File: config.mk
export PLATFORM = sky130hd
export DESIGN_NAME = riscv_bpu_flat
export DESIGN_NICKNAME = d
export VERILOG_FILES = /design/src/rtl/riscv_bpu_if.sv /design/src/rtl/riscv_bpu.sv /design/src/flat_wrapper.sv
export SDC_FILE = /design/constraint.sdc
export NUM_CORES = 2
export LEC_CHECK = 0
export ABC_AREA = 1
export CAP_MARGIN = 15
export CORE_MARGIN = 10
export CORE_UTILIZATION = 30
export DETAILED_ROUTE_END_ITERATION = 6
export SYNTH_ARGS = -nofsm -noshare
export SYNTH_HDL_FRONTEND = slang
export SYNTH_SLANG_ARGS = --single-unit
File: constraint.sdc
create_clock -name i_riscv_clk -period 5.5 [get_ports i_riscv_clk]
set_input_delay 1.1 -clock i_riscv_clk [delete_from_list [all_inputs] [get_ports i_riscv_clk]]
set_output_delay 1.1 -clock i_riscv_clk [all_outputs]
set_load 0.05 [all_outputs]
File: src/rtl/riscv_bpu_if.sv
// ---------------------------------------------------------------------------
// riscv_bpu_if
// Purpose : bundles the fetch-side predict port and the execute-side
//           train/flush port of the branch prediction unit.
// Signals :
//   i_riscv_bpu_fetch_pc        fetch PC looked up this cycle
//   o_riscv_bpu_pred_taken      predicted taken (combinational)
//   o_riscv_bpu_pred_target     predicted target, 0 when not predicted taken
//   i_riscv_bpu_upd_*           resolving branch/jump from execute
//   o_riscv_bpu_mispredict      registered flush request
//   o_riscv_bpu_correct_pc      registered redirect PC
//   o_riscv_bpu_branch_cnt      (RISCV_BPU_STATS_EN only) resolved branches
//   o_riscv_bpu_mispred_cnt     (RISCV_BPU_STATS_EN only) mispredictions
// Modports: master = pipeline side, slave = BPU side.
// ---------------------------------------------------------------------------
interface riscv_bpu_if #(
  parameter int XLEN = 64
);
  logic [XLEN-1:0] i_riscv_bpu_fetch_pc;
  logic            o_riscv_bpu_pred_taken;
  logic [XLEN-1:0] o_riscv_bpu_pred_target;
  logic            i_riscv_bpu_upd_valid;
  logic [XLEN-1:0] i_riscv_bpu_upd_pc;
  logic            i_riscv_bpu_upd_compressed;
  logic            i_riscv_bpu_upd_taken;
  logic [XLEN-1:0] i_riscv_bpu_upd_target;
  logic            i_riscv_bpu_upd_pred_taken;
  logic [XLEN-1:0] i_riscv_bpu_upd_pred_target;
  logic            o_riscv_bpu_mispredict;
  logic [XLEN-1:0] o_riscv_bpu_correct_pc;
`ifdef RISCV_BPU_STATS_EN
  logic [31:0]     o_riscv_bpu_branch_cnt;
  logic [31:0]     o_riscv_bpu_mispred_cnt;
`endif

  modport master (
    output i_riscv_bpu_fetch_pc,
    input  o_riscv_bpu_pred_taken,
    input  o_riscv_bpu_pred_target,
    output i_riscv_bpu_upd_valid,
    output i_riscv_bpu_upd_pc,
    output i_riscv_bpu_upd_compressed,
    output i_riscv_bpu_upd_taken,
    output i_riscv_bpu_upd_target,
    output i_riscv_bpu_upd_pred_taken,
    output i_riscv_bpu_upd_pred_target,
    input  o_riscv_bpu_mispredict,
`ifdef RISCV_BPU_STATS_EN
    input  o_riscv_bpu_branch_cnt,
    input  o_riscv_bpu_mispred_cnt,
`endif
    input  o_riscv_bpu_correct_pc
  );

  modport slave (
    input  i_riscv_bpu_fetch_pc,
    output o_riscv_bpu_pred_taken,
    output o_riscv_bpu_pred_target,
    input  i_riscv_bpu_upd_valid,
    input  i_riscv_bpu_upd_pc,
    input  i_riscv_bpu_upd_compressed,
    input  i_riscv_bpu_upd_taken,
    input  i_riscv_bpu_upd_target,
    input  i_riscv_bpu_upd_pred_taken,
    input  i_riscv_bpu_upd_pred_target,
    output o_riscv_bpu_mispredict,
`ifdef RISCV_BPU_STATS_EN
    output o_riscv_bpu_branch_cnt,
    output o_riscv_bpu_mispred_cnt,
`endif
    output o_riscv_bpu_correct_pc
  );
endinterface

File: src/rtl/riscv_bpu.sv
// ---------------------------------------------------------------------------
// riscv_bpu
// Purpose : branch prediction unit. A direct-mapped BTB with 2-bit
//           saturating counters predicts taken/target for the fetch PC
//           (0-cycle latency); the execute-stage resolution trains the table
//           and a detected misprediction raises a registered flush with the
//           corrected PC.
// Ports   :
//   i_riscv_clk    clock, all state changes on the rising edge
//   i_riscv_rst_n  synchronous active-low reset
//   bpu            riscv_bpu_if.slave (predict, update and flush signals)
// Optional: define RISCV_BPU_STATS_EN to add 32-bit wrapping branch and
//           misprediction counters on the interface.
// ---------------------------------------------------------------------------
module riscv_bpu #(
  parameter int XLEN    = 64,
  parameter int ENTRIES = 16
) (
  input logic        i_riscv_clk,
  input logic        i_riscv_rst_n,
  riscv_bpu_if.slave bpu
);

  localparam int IDX_W = $clog2(ENTRIES);
  localparam int TAG_W = XLEN - IDX_W - 1;

  // Saturating counter increment, holds at 2'b11.
  function automatic logic [1:0] ctr_inc(input logic [1:0] c);
    ctr_inc = (c == 2'b11) ? 2'b11 : (c + 2'b01);
  endfunction

  // Saturating counter decrement, holds at 2'b00.
  function automatic logic [1:0] ctr_dec(input logic [1:0] c);
    ctr_dec = (c == 2'b00) ? 2'b00 : (c - 2'b01);
  endfunction

  // Table storage; target bit 0 is implicitly zero and not stored.
  logic             valid_r  [ENTRIES];
  logic [TAG_W-1:0] tag_r    [ENTRIES];
  logic [XLEN-1:1]  target_r [ENTRIES];
  logic [1:0]       ctr_r    [ENTRIES];

  logic             mispredict_r;
  logic [XLEN-1:0]  correct_pc_r;

  logic [IDX_W-1:0] fetch_idx_s;
  logic [TAG_W-1:0] fetch_tag_s;
  logic             fetch_hit_s;
  logic             pred_taken_s;
  logic [XLEN-1:0]  pred_target_s;

  logic [IDX_W-1:0] upd_idx_s;
  logic [TAG_W-1:0] upd_tag_s;
  logic             upd_hit_s;
  logic             mispredict_s;
  logic [XLEN-1:0]  correct_pc_s;
  logic [XLEN-1:0]  seq_pc_s;

  // Fetch PC bit 0 never selects an entry (instructions are halfword aligned).
  logic unused_s;
  assign unused_s = bpu.i_riscv_bpu_fetch_pc[0];

  // Prediction lookup: reads the pre-edge table, so a same-cycle update to
  // the same entry is not visible until the next cycle.
  always_comb begin
    fetch_idx_s   = bpu.i_riscv_bpu_fetch_pc[IDX_W:1];
    fetch_tag_s   = bpu.i_riscv_bpu_fetch_pc[XLEN-1:IDX_W+1];
    fetch_hit_s   = valid_r[fetch_idx_s] & (tag_r[fetch_idx_s] == fetch_tag_s);
    pred_taken_s  = 1'b0;
    pred_target_s = {XLEN{1'b0}};
    if (!i_riscv_rst_n) begin
      pred_taken_s  = 1'b0;
      pred_target_s = {XLEN{1'b0}};
    end else if (fetch_hit_s & ctr_r[fetch_idx_s][1]) begin
      pred_taken_s  = 1'b1;
      pred_target_s = {target_r[fetch_idx_s], 1'b0};
    end else begin
      pred_taken_s  = 1'b0;
      pred_target_s = {XLEN{1'b0}};
    end
  end

  // Update-side lookup and misprediction detection.
  always_comb begin
    upd_idx_s    = bpu.i_riscv_bpu_upd_pc[IDX_W:1];
    upd_tag_s    = bpu.i_riscv_bpu_upd_pc[XLEN-1:IDX_W+1];
    upd_hit_s    = valid_r[upd_idx_s] & (tag_r[upd_idx_s] == upd_tag_s);
    // Fall-through address wraps modulo 2^XLEN.
    seq_pc_s     = bpu.i_riscv_bpu_upd_pc +
                   (bpu.i_riscv_bpu_upd_compressed ? {{(XLEN-3){1'b0}}, 3'd2}
                                                   : {{(XLEN-3){1'b0}}, 3'd4});
    mispredict_s = bpu.i_riscv_bpu_upd_valid &
                   ((bpu.i_riscv_bpu_upd_pred_taken != bpu.i_riscv_bpu_upd_taken) |
                    (bpu.i_riscv_bpu_upd_taken &
                     (bpu.i_riscv_bpu_upd_pred_target != bpu.i_riscv_bpu_upd_target)));
    if (bpu.i_riscv_bpu_upd_taken) begin
      correct_pc_s = bpu.i_riscv_bpu_upd_target;
    end else begin
      correct_pc_s = seq_pc_s;
    end
  end

  // Table training: strengthen/retarget on taken hit, allocate on taken miss,
  // weaken on not-taken hit, ignore not-taken miss.
  always_ff @(posedge i_riscv_clk) begin
    if (!i_riscv_rst_n) begin
      for (int i = 0; i < ENTRIES; i++) begin
        valid_r[i]  <= 1'b0;
        tag_r[i]    <= {TAG_W{1'b0}};
        target_r[i] <= {(XLEN-1){1'b0}};
        ctr_r[i]    <= 2'b01;
      end
    end else if (bpu.i_riscv_bpu_upd_valid) begin
      if (bpu.i_riscv_bpu_upd_taken) begin
        target_r[upd_idx_s] <= bpu.i_riscv_bpu_upd_target[XLEN-1:1];
        if (upd_hit_s) begin
          ctr_r[upd_idx_s] <= ctr_inc(ctr_r[upd_idx_s]);
        end else begin
          valid_r[upd_idx_s] <= 1'b1;
          tag_r[upd_idx_s]   <= upd_tag_s;
          ctr_r[upd_idx_s]   <= 2'b10;
        end
      end else if (upd_hit_s) begin
        ctr_r[upd_idx_s] <= ctr_dec(ctr_r[upd_idx_s]);
      end
    end
  end

  // Flush request: one-cycle pulse per mispredicted resolution; the redirect
  // PC is only reloaded on a mispredict and otherwise holds.
  always_ff @(posedge i_riscv_clk) begin
    if (!i_riscv_rst_n) begin
      mispredict_r <= 1'b0;
      correct_pc_r <= {XLEN{1'b0}};
    end else begin
      mispredict_r <= mispredict_s;
      if (mispredict_s) begin
        correct_pc_r <= correct_pc_s;
      end
    end
  end

`ifdef RISCV_BPU_STATS_EN
  logic [31:0] branch_cnt_r;
  logic [31:0] mispred_cnt_r;

  // Statistics counters, wrapping at 2^32.
  always_ff @(posedge i_riscv_clk) begin
    if (!i_riscv_rst_n) begin
      branch_cnt_r  <= 32'd0;
      mispred_cnt_r <= 32'd0;
    end else begin
      if (bpu.i_riscv_bpu_upd_valid) begin
        branch_cnt_r <= branch_cnt_r + 32'd1;
      end
      if (mispredict_s) begin
        mispred_cnt_r <= mispred_cnt_r + 32'd1;
      end
    end
  end

  assign bpu.o_riscv_bpu_branch_cnt  = branch_cnt_r;
  assign bpu.o_riscv_bpu_mispred_cnt = mispred_cnt_r;
`endif

  assign bpu.o_riscv_bpu_pred_taken  = pred_taken_s;
  assign bpu.o_riscv_bpu_pred_target = pred_target_s;
  assign bpu.o_riscv_bpu_mispredict  = mispredict_r;
  assign bpu.o_riscv_bpu_correct_pc  = correct_pc_r;

endmodule

File: src/flat_wrapper.sv
// flat-port wrapper written by rule: the top's interface ports become plain ports
module riscv_bpu_flat 
#(
  parameter int XLEN    = 64,
  parameter int ENTRIES = 16
)
  (i_riscv_clk, i_riscv_rst_n, bpu_i_riscv_bpu_fetch_pc, bpu_o_riscv_bpu_pred_taken, bpu_o_riscv_bpu_pred_target, bpu_i_riscv_bpu_upd_valid, bpu_i_riscv_bpu_upd_pc, bpu_i_riscv_bpu_upd_compressed, bpu_i_riscv_bpu_upd_taken, bpu_i_riscv_bpu_upd_target, bpu_i_riscv_bpu_upd_pred_taken, bpu_i_riscv_bpu_upd_pred_target, bpu_o_riscv_bpu_mispredict, bpu_o_riscv_bpu_correct_pc);
  riscv_bpu_if #(.XLEN(XLEN)) bpu_i ();
  input logic i_riscv_clk;
  input logic i_riscv_rst_n;
  input wire logic [$bits(bpu_i.i_riscv_bpu_fetch_pc)-1:0] bpu_i_riscv_bpu_fetch_pc;
  output wire logic [$bits(bpu_i.o_riscv_bpu_pred_taken)-1:0] bpu_o_riscv_bpu_pred_taken;
  output wire logic [$bits(bpu_i.o_riscv_bpu_pred_target)-1:0] bpu_o_riscv_bpu_pred_target;
  input wire logic [$bits(bpu_i.i_riscv_bpu_upd_valid)-1:0] bpu_i_riscv_bpu_upd_valid;
  input wire logic [$bits(bpu_i.i_riscv_bpu_upd_pc)-1:0] bpu_i_riscv_bpu_upd_pc;
  input wire logic [$bits(bpu_i.i_riscv_bpu_upd_compressed)-1:0] bpu_i_riscv_bpu_upd_compressed;
  input wire logic [$bits(bpu_i.i_riscv_bpu_upd_taken)-1:0] bpu_i_riscv_bpu_upd_taken;
  input wire logic [$bits(bpu_i.i_riscv_bpu_upd_target)-1:0] bpu_i_riscv_bpu_upd_target;
  input wire logic [$bits(bpu_i.i_riscv_bpu_upd_pred_taken)-1:0] bpu_i_riscv_bpu_upd_pred_taken;
  input wire logic [$bits(bpu_i.i_riscv_bpu_upd_pred_target)-1:0] bpu_i_riscv_bpu_upd_pred_target;
  output wire logic [$bits(bpu_i.o_riscv_bpu_mispredict)-1:0] bpu_o_riscv_bpu_mispredict;
  output wire logic [$bits(bpu_i.o_riscv_bpu_correct_pc)-1:0] bpu_o_riscv_bpu_correct_pc;
  assign bpu_i.i_riscv_bpu_fetch_pc = bpu_i_riscv_bpu_fetch_pc;
  assign bpu_o_riscv_bpu_pred_taken = bpu_i.o_riscv_bpu_pred_taken;
  assign bpu_o_riscv_bpu_pred_target = bpu_i.o_riscv_bpu_pred_target;
  assign bpu_i.i_riscv_bpu_upd_valid = bpu_i_riscv_bpu_upd_valid;
  assign bpu_i.i_riscv_bpu_upd_pc = bpu_i_riscv_bpu_upd_pc;
  assign bpu_i.i_riscv_bpu_upd_compressed = bpu_i_riscv_bpu_upd_compressed;
  assign bpu_i.i_riscv_bpu_upd_taken = bpu_i_riscv_bpu_upd_taken;
  assign bpu_i.i_riscv_bpu_upd_target = bpu_i_riscv_bpu_upd_target;
  assign bpu_i.i_riscv_bpu_upd_pred_taken = bpu_i_riscv_bpu_upd_pred_taken;
  assign bpu_i.i_riscv_bpu_upd_pred_target = bpu_i_riscv_bpu_upd_pred_target;
  assign bpu_o_riscv_bpu_mispredict = bpu_i.o_riscv_bpu_mispredict;
  assign bpu_o_riscv_bpu_correct_pc = bpu_i.o_riscv_bpu_correct_pc;
  riscv_bpu #(.XLEN(XLEN), .ENTRIES(ENTRIES)) u_core (.i_riscv_clk(i_riscv_clk), .i_riscv_rst_n(i_riscv_rst_n), .bpu(bpu_i));
endmodule
==> qor.csv <==
stage,metric,value,unit
placement,DP Cell Count,16600,
worst_setup_path,Critical Path RT,4.40,ns
sta,Setup TNS Final,0,ns
synth,dominant synthesized flop cell,edfxtp_1,
floorplan,I/O pin count,392,
finish,Fillers,34600,
sta,Final Max Tran Viols,0,
synth,post-synthesis sequential area ratio,58.7,%
sta,final hold slack,0.465,ns
floorplan,Initial Util,30.1,%
finish,"commonest non-fill, non-tap cell in the layout",nand2_1,
global_route,gr usage total,24.5,%
min_path,hold depth,2,
global_route,largest net degree at the start of global routing,204,
finish,multi-input logic area,37700,um^2
power_and_ir_drop,combinational group share of total power,14.1,%
worst_setup_path,arrival time at the worst endpoint,4.30,ns
synth,Post-Syn Instances,11900,
finish,most frequent cells in the layout,"2,893 x nand2_1, 2,555 x nor2_1, 1,984 x edfxtp_1, 850 x o21ai_0, 797 x a21oi_1",
synth,Post-synth EDFFs,1984,
routing,vias per cell,5.55,
worst_setup_path,CP Launch Point,bpu_i_riscv_bpu_fetch_pc[1],
sta,period utilization,98.2,%
routing,via count,94700,
sta,Hold Fails Final Rpt,0,
power_and_ir_drop,VDD IR max,0.000286,V
clock_tree,CTS tree,done,
clock_tree,hold_buf cts,0,
power_and_ir_drop,clock power share,38.9,%
floorplan,die area,372000,um^2
worst_setup_path,element type at the critical path start,input pin,
floorplan,die width,610,um
finish,Synth-to-Final Area Change,21.3,%
clock_tree,clock buffer depth,4,
global_route,first-pass GRT wire length,660000,um
sta,minimum clock period after layout,5.40,ns
finish,fin nets,12500,
synth,post-synth cell types,50,
worst_setup_path,Worst R2R End,u_core.tag_r[4][45],
power_and_ir_drop,switching fraction of total power,27.9,%
clock_tree,H-tree levels,4,
placement,HPWL after DPL,319000,um
synth,"FFs w/ async S/R, synth",0,%
power_and_ir_drop,cell-internal power,28100,uW
worst_setup_path,Reg2Reg Depth,21,
finish,fin cells,17100,
power_and_ir_drop,leakage,0.0495,uW
global_route,final global-route overflow total,0,
worst_setup_path,Reg-to-Reg Start,u_core.tag_r[1][39],
routing,drt first pass iters,7,
sta,"Setup violations, final",0,
worst_setup_path,Worst Path Max Fanout,39,
clock_tree,clk root buf,clkbuf_16,
global_route,vias in the first global route,86000,
synth,"Cell Area, Synth",104000,um^2
finish,layout cells sized above 1,9.78,%
clock_tree,Clock Sinks,2065,
power_and_ir_drop,Reg power frac,47.1,%
synth,#FFs+latches synth,2065,
sta,Worst slew margin,14.2,%
floorplan,Die Ht,610,um
flow_run,max cap viols,0,
sta,fmax,185,MHz
synth,synth warn,0,
sta,Setup Skew,0.0691,ns
global_route,initial antenna violation count,59,
floorplan,number of cell rows,216,
min_path,Hold Crit Class,flop to flop,
routing,routed wire length,483000,um
clock_tree,number of buffers created by CTS,228,
routing,drt first-iter violations,14600,
placement,RePlAce Congestion,1.02,
power_and_ir_drop,switching power,10900,uW
finish,FF+latch area,61200,um^2
synth,Syn Nets,12200,
placement,port bufs,389,
routing,Residual DRC,12,
power_and_ir_drop,Power Dens Cells,308,nW/um^2
min_path,hold endpoint,u_core.bpu.o_riscv_bpu_correct_pc[30],
outcome,failing checks,DRC,
sta,Tightest Pin Transition,1.29,ns
routing,routed len/inst,28.3,um
worst_setup_path,CP Class,input pin to primary output,
clock_tree,worst skew pair latency,0.94,ns
worst_setup_path,crit end category,primary output,
min_path,hold_sp,u_core.bpu.o_riscv_bpu_correct_pc[30],
synth,"Avg Cell Area, Syn",8.77,um^2
power_and_ir_drop,Tot Pwr,39000,uW
worst_setup_path,flop-to-flop setup slack,1.46,ns
floorplan,Core Area,346000,um^2
routing,number of routed nets with antenna violations,0,
clock_tree,clock-pin slew on the worst setup and hold paths,0.06,ns
outcome,outcome,"complete, but fails checks",
## per-layer routing
layer | track usage, % | routed length, um
met1 | 30.0 | 169000
met2 | 37.9 | 215000
met3 | 5.67 | 59400
met4 | 17.4 | 39800
met5 | 0 | 44
## critical path, stage by stage
cell and delay (ns):
buf_16 0.17, clkinv_16 0.15, buf_4 0.19, buf_12 0.17, buf_4 0.21, o21ai_0 0.22, o21ai_0 0.15, o221ai_2 0.20
nand2_1 0.17, xor2_1 0.18, nor2_1 0.11, nand4_1 0.19, nor2_2 0.20, nand2_4 0.06, buf_12 0.18, buf_12 0.18
nor2_1 0.21, buf_12 0.17
## flip-flops by register name, summed over array words and instances (netlist names)
name,count
u_core.bpu.o_riscv_bpu_mispredict,1
u_core.valid_r,16
u_core.target_r,1008
u_core.ctr_r,32
u_core.tag_r,944
u_core.bpu.o_riscv_bpu_correct_pc,64
## Yosys cell counts (2+ instances only)
cell | instances | area (um^2)
a22oi_1 | 21 | 158
o211ai_1 | 148 | 1110
buf_4 | 11 | 82.6
nor2_1 | 2570 | 9650
and2_1 | 2 | 12.5
a21oi_1 | 797 | 3990
xnor2_1 | 23 | 201
xor2_1 | 77 | 674
inv_2 | 19 | 71.3
a31oi_1 | 13 | 81.3
nand4_1 | 35 | 219
buf_2 | 208 | 1040
o21ai_1 | 7 | 35.0
o21bai_1 | 3 | 22.5
o2111ai_1 | 2 | 17.5
o311ai_0 | 4 | 35.0
nor4_1 | 16 | 100
o31ai_1 | 66 | 495
nand3_1 | 299 | 1500
a211oi_1 | 5 | 37.5
nand2_1 | 2951 | 11100
o22ai_1 | 40 | 250
nand3b_1 | 5 | 37.5
a21o_1 | 2 | 15.0
buf_6 | 2 | 22.5
o221ai_1 | 65 | 569
ha_1 | 2 | 25.0
edfxtp_1 | 1984 | 59600
clkbuf_1 | 696 | 2610
inv_1 | 426 | 1600
a221oi_1 | 239 | 2090
a32oi_1 | 4 | 35.0
buf_1 | 51 | 191
or2_2 | 7 | 43.8
dfxtp_1 | 81 | 1620
nand2_2 | 13 | 81.3
o21a_1 | 2 | 15.0
o21ai_0 | 854 | 4270
nor3_1 | 51 | 255
clkinv_1 | 86 | 323
## repair_timing
action,CTS,global route
pin swaps,0,6
endpoints found under the hold margin,0,0
resized for setup,9,29
endpoints found under the setup margin,62,64
buffers inserted,0,2
gates cloned,0,4
## per-stage QoR
stage	setup slack (ns)	utilization [%]	area, um^2
2_1_floorplan	0.542	-	104000
6_report	0.0973	36.6	127000
3_5_place_dp	-0.173	34.4	119000
5_1_grt	-0.0199	36.5	127000
4_1_cts	0.0101	36.5	126000
3_3_place_gp	-0.198	34.4	119000
## power by group through the flow
| stage | Combinational, uW | Clock, uW | Sequential, uW |
|---|---|---|---|
| floorplan | 2490 | 0 | 18700 |
| global placement | 5260 | 0 | 18700 |
| detailed placement | 5280 | 0 | 18700 |
| CTS | 5300 | 15200 | 18300 |
| global route | 5720 | 15800 | 18400 |
| finish | 5480 | 15200 | 18400 |
## cell families (layout without fill, tap and decap cells)
kind of cell    after synthesis  count (layout)  share of synthesized area [%]
compound gates             2276            2276                           12.7
xor+xnor                    100             100                          0.839
fa+ha+maj                     3               3                         0.0432
buf+inv                    1499            2053                           5.70
flops                      2065            2065                           58.7
other cells                   1              44                        0.00359
simple gates               5953            5953                           22.0
## worst max-delay path by stage
stage               slack (ns)                               to  depth (start not counted)
floorplan                 0.54  bpu_o_riscv_bpu_pred_target[54]                         16
global placement         -0.20  bpu_o_riscv_bpu_pred_target[16]                         20
detailed placement       -0.17  bpu_o_riscv_bpu_pred_target[16]                         20
CTS                       0.01  bpu_o_riscv_bpu_pred_target[16]                         20
global route             -0.02  bpu_o_riscv_bpu_pred_target[23]                         22
finish                     0.1  bpu_o_riscv_bpu_pred_target[57]                         18
## layout make-up
class / instances / share of cell area (%)
clock inverters: 131 / 0.850
clock buffers: 283 / 4.79
repair buffers: 1106 / 9.91
well taps: 4578 / 4.53
repair inverters: 2 / 0.0178
diodes: 43 / 0.0850
multi-input cells: 8333 / 29.8
flip-flops and latches: 2065 / 48.4
inverters: 531 / 1.63
(Power assumes the default switching activity.)
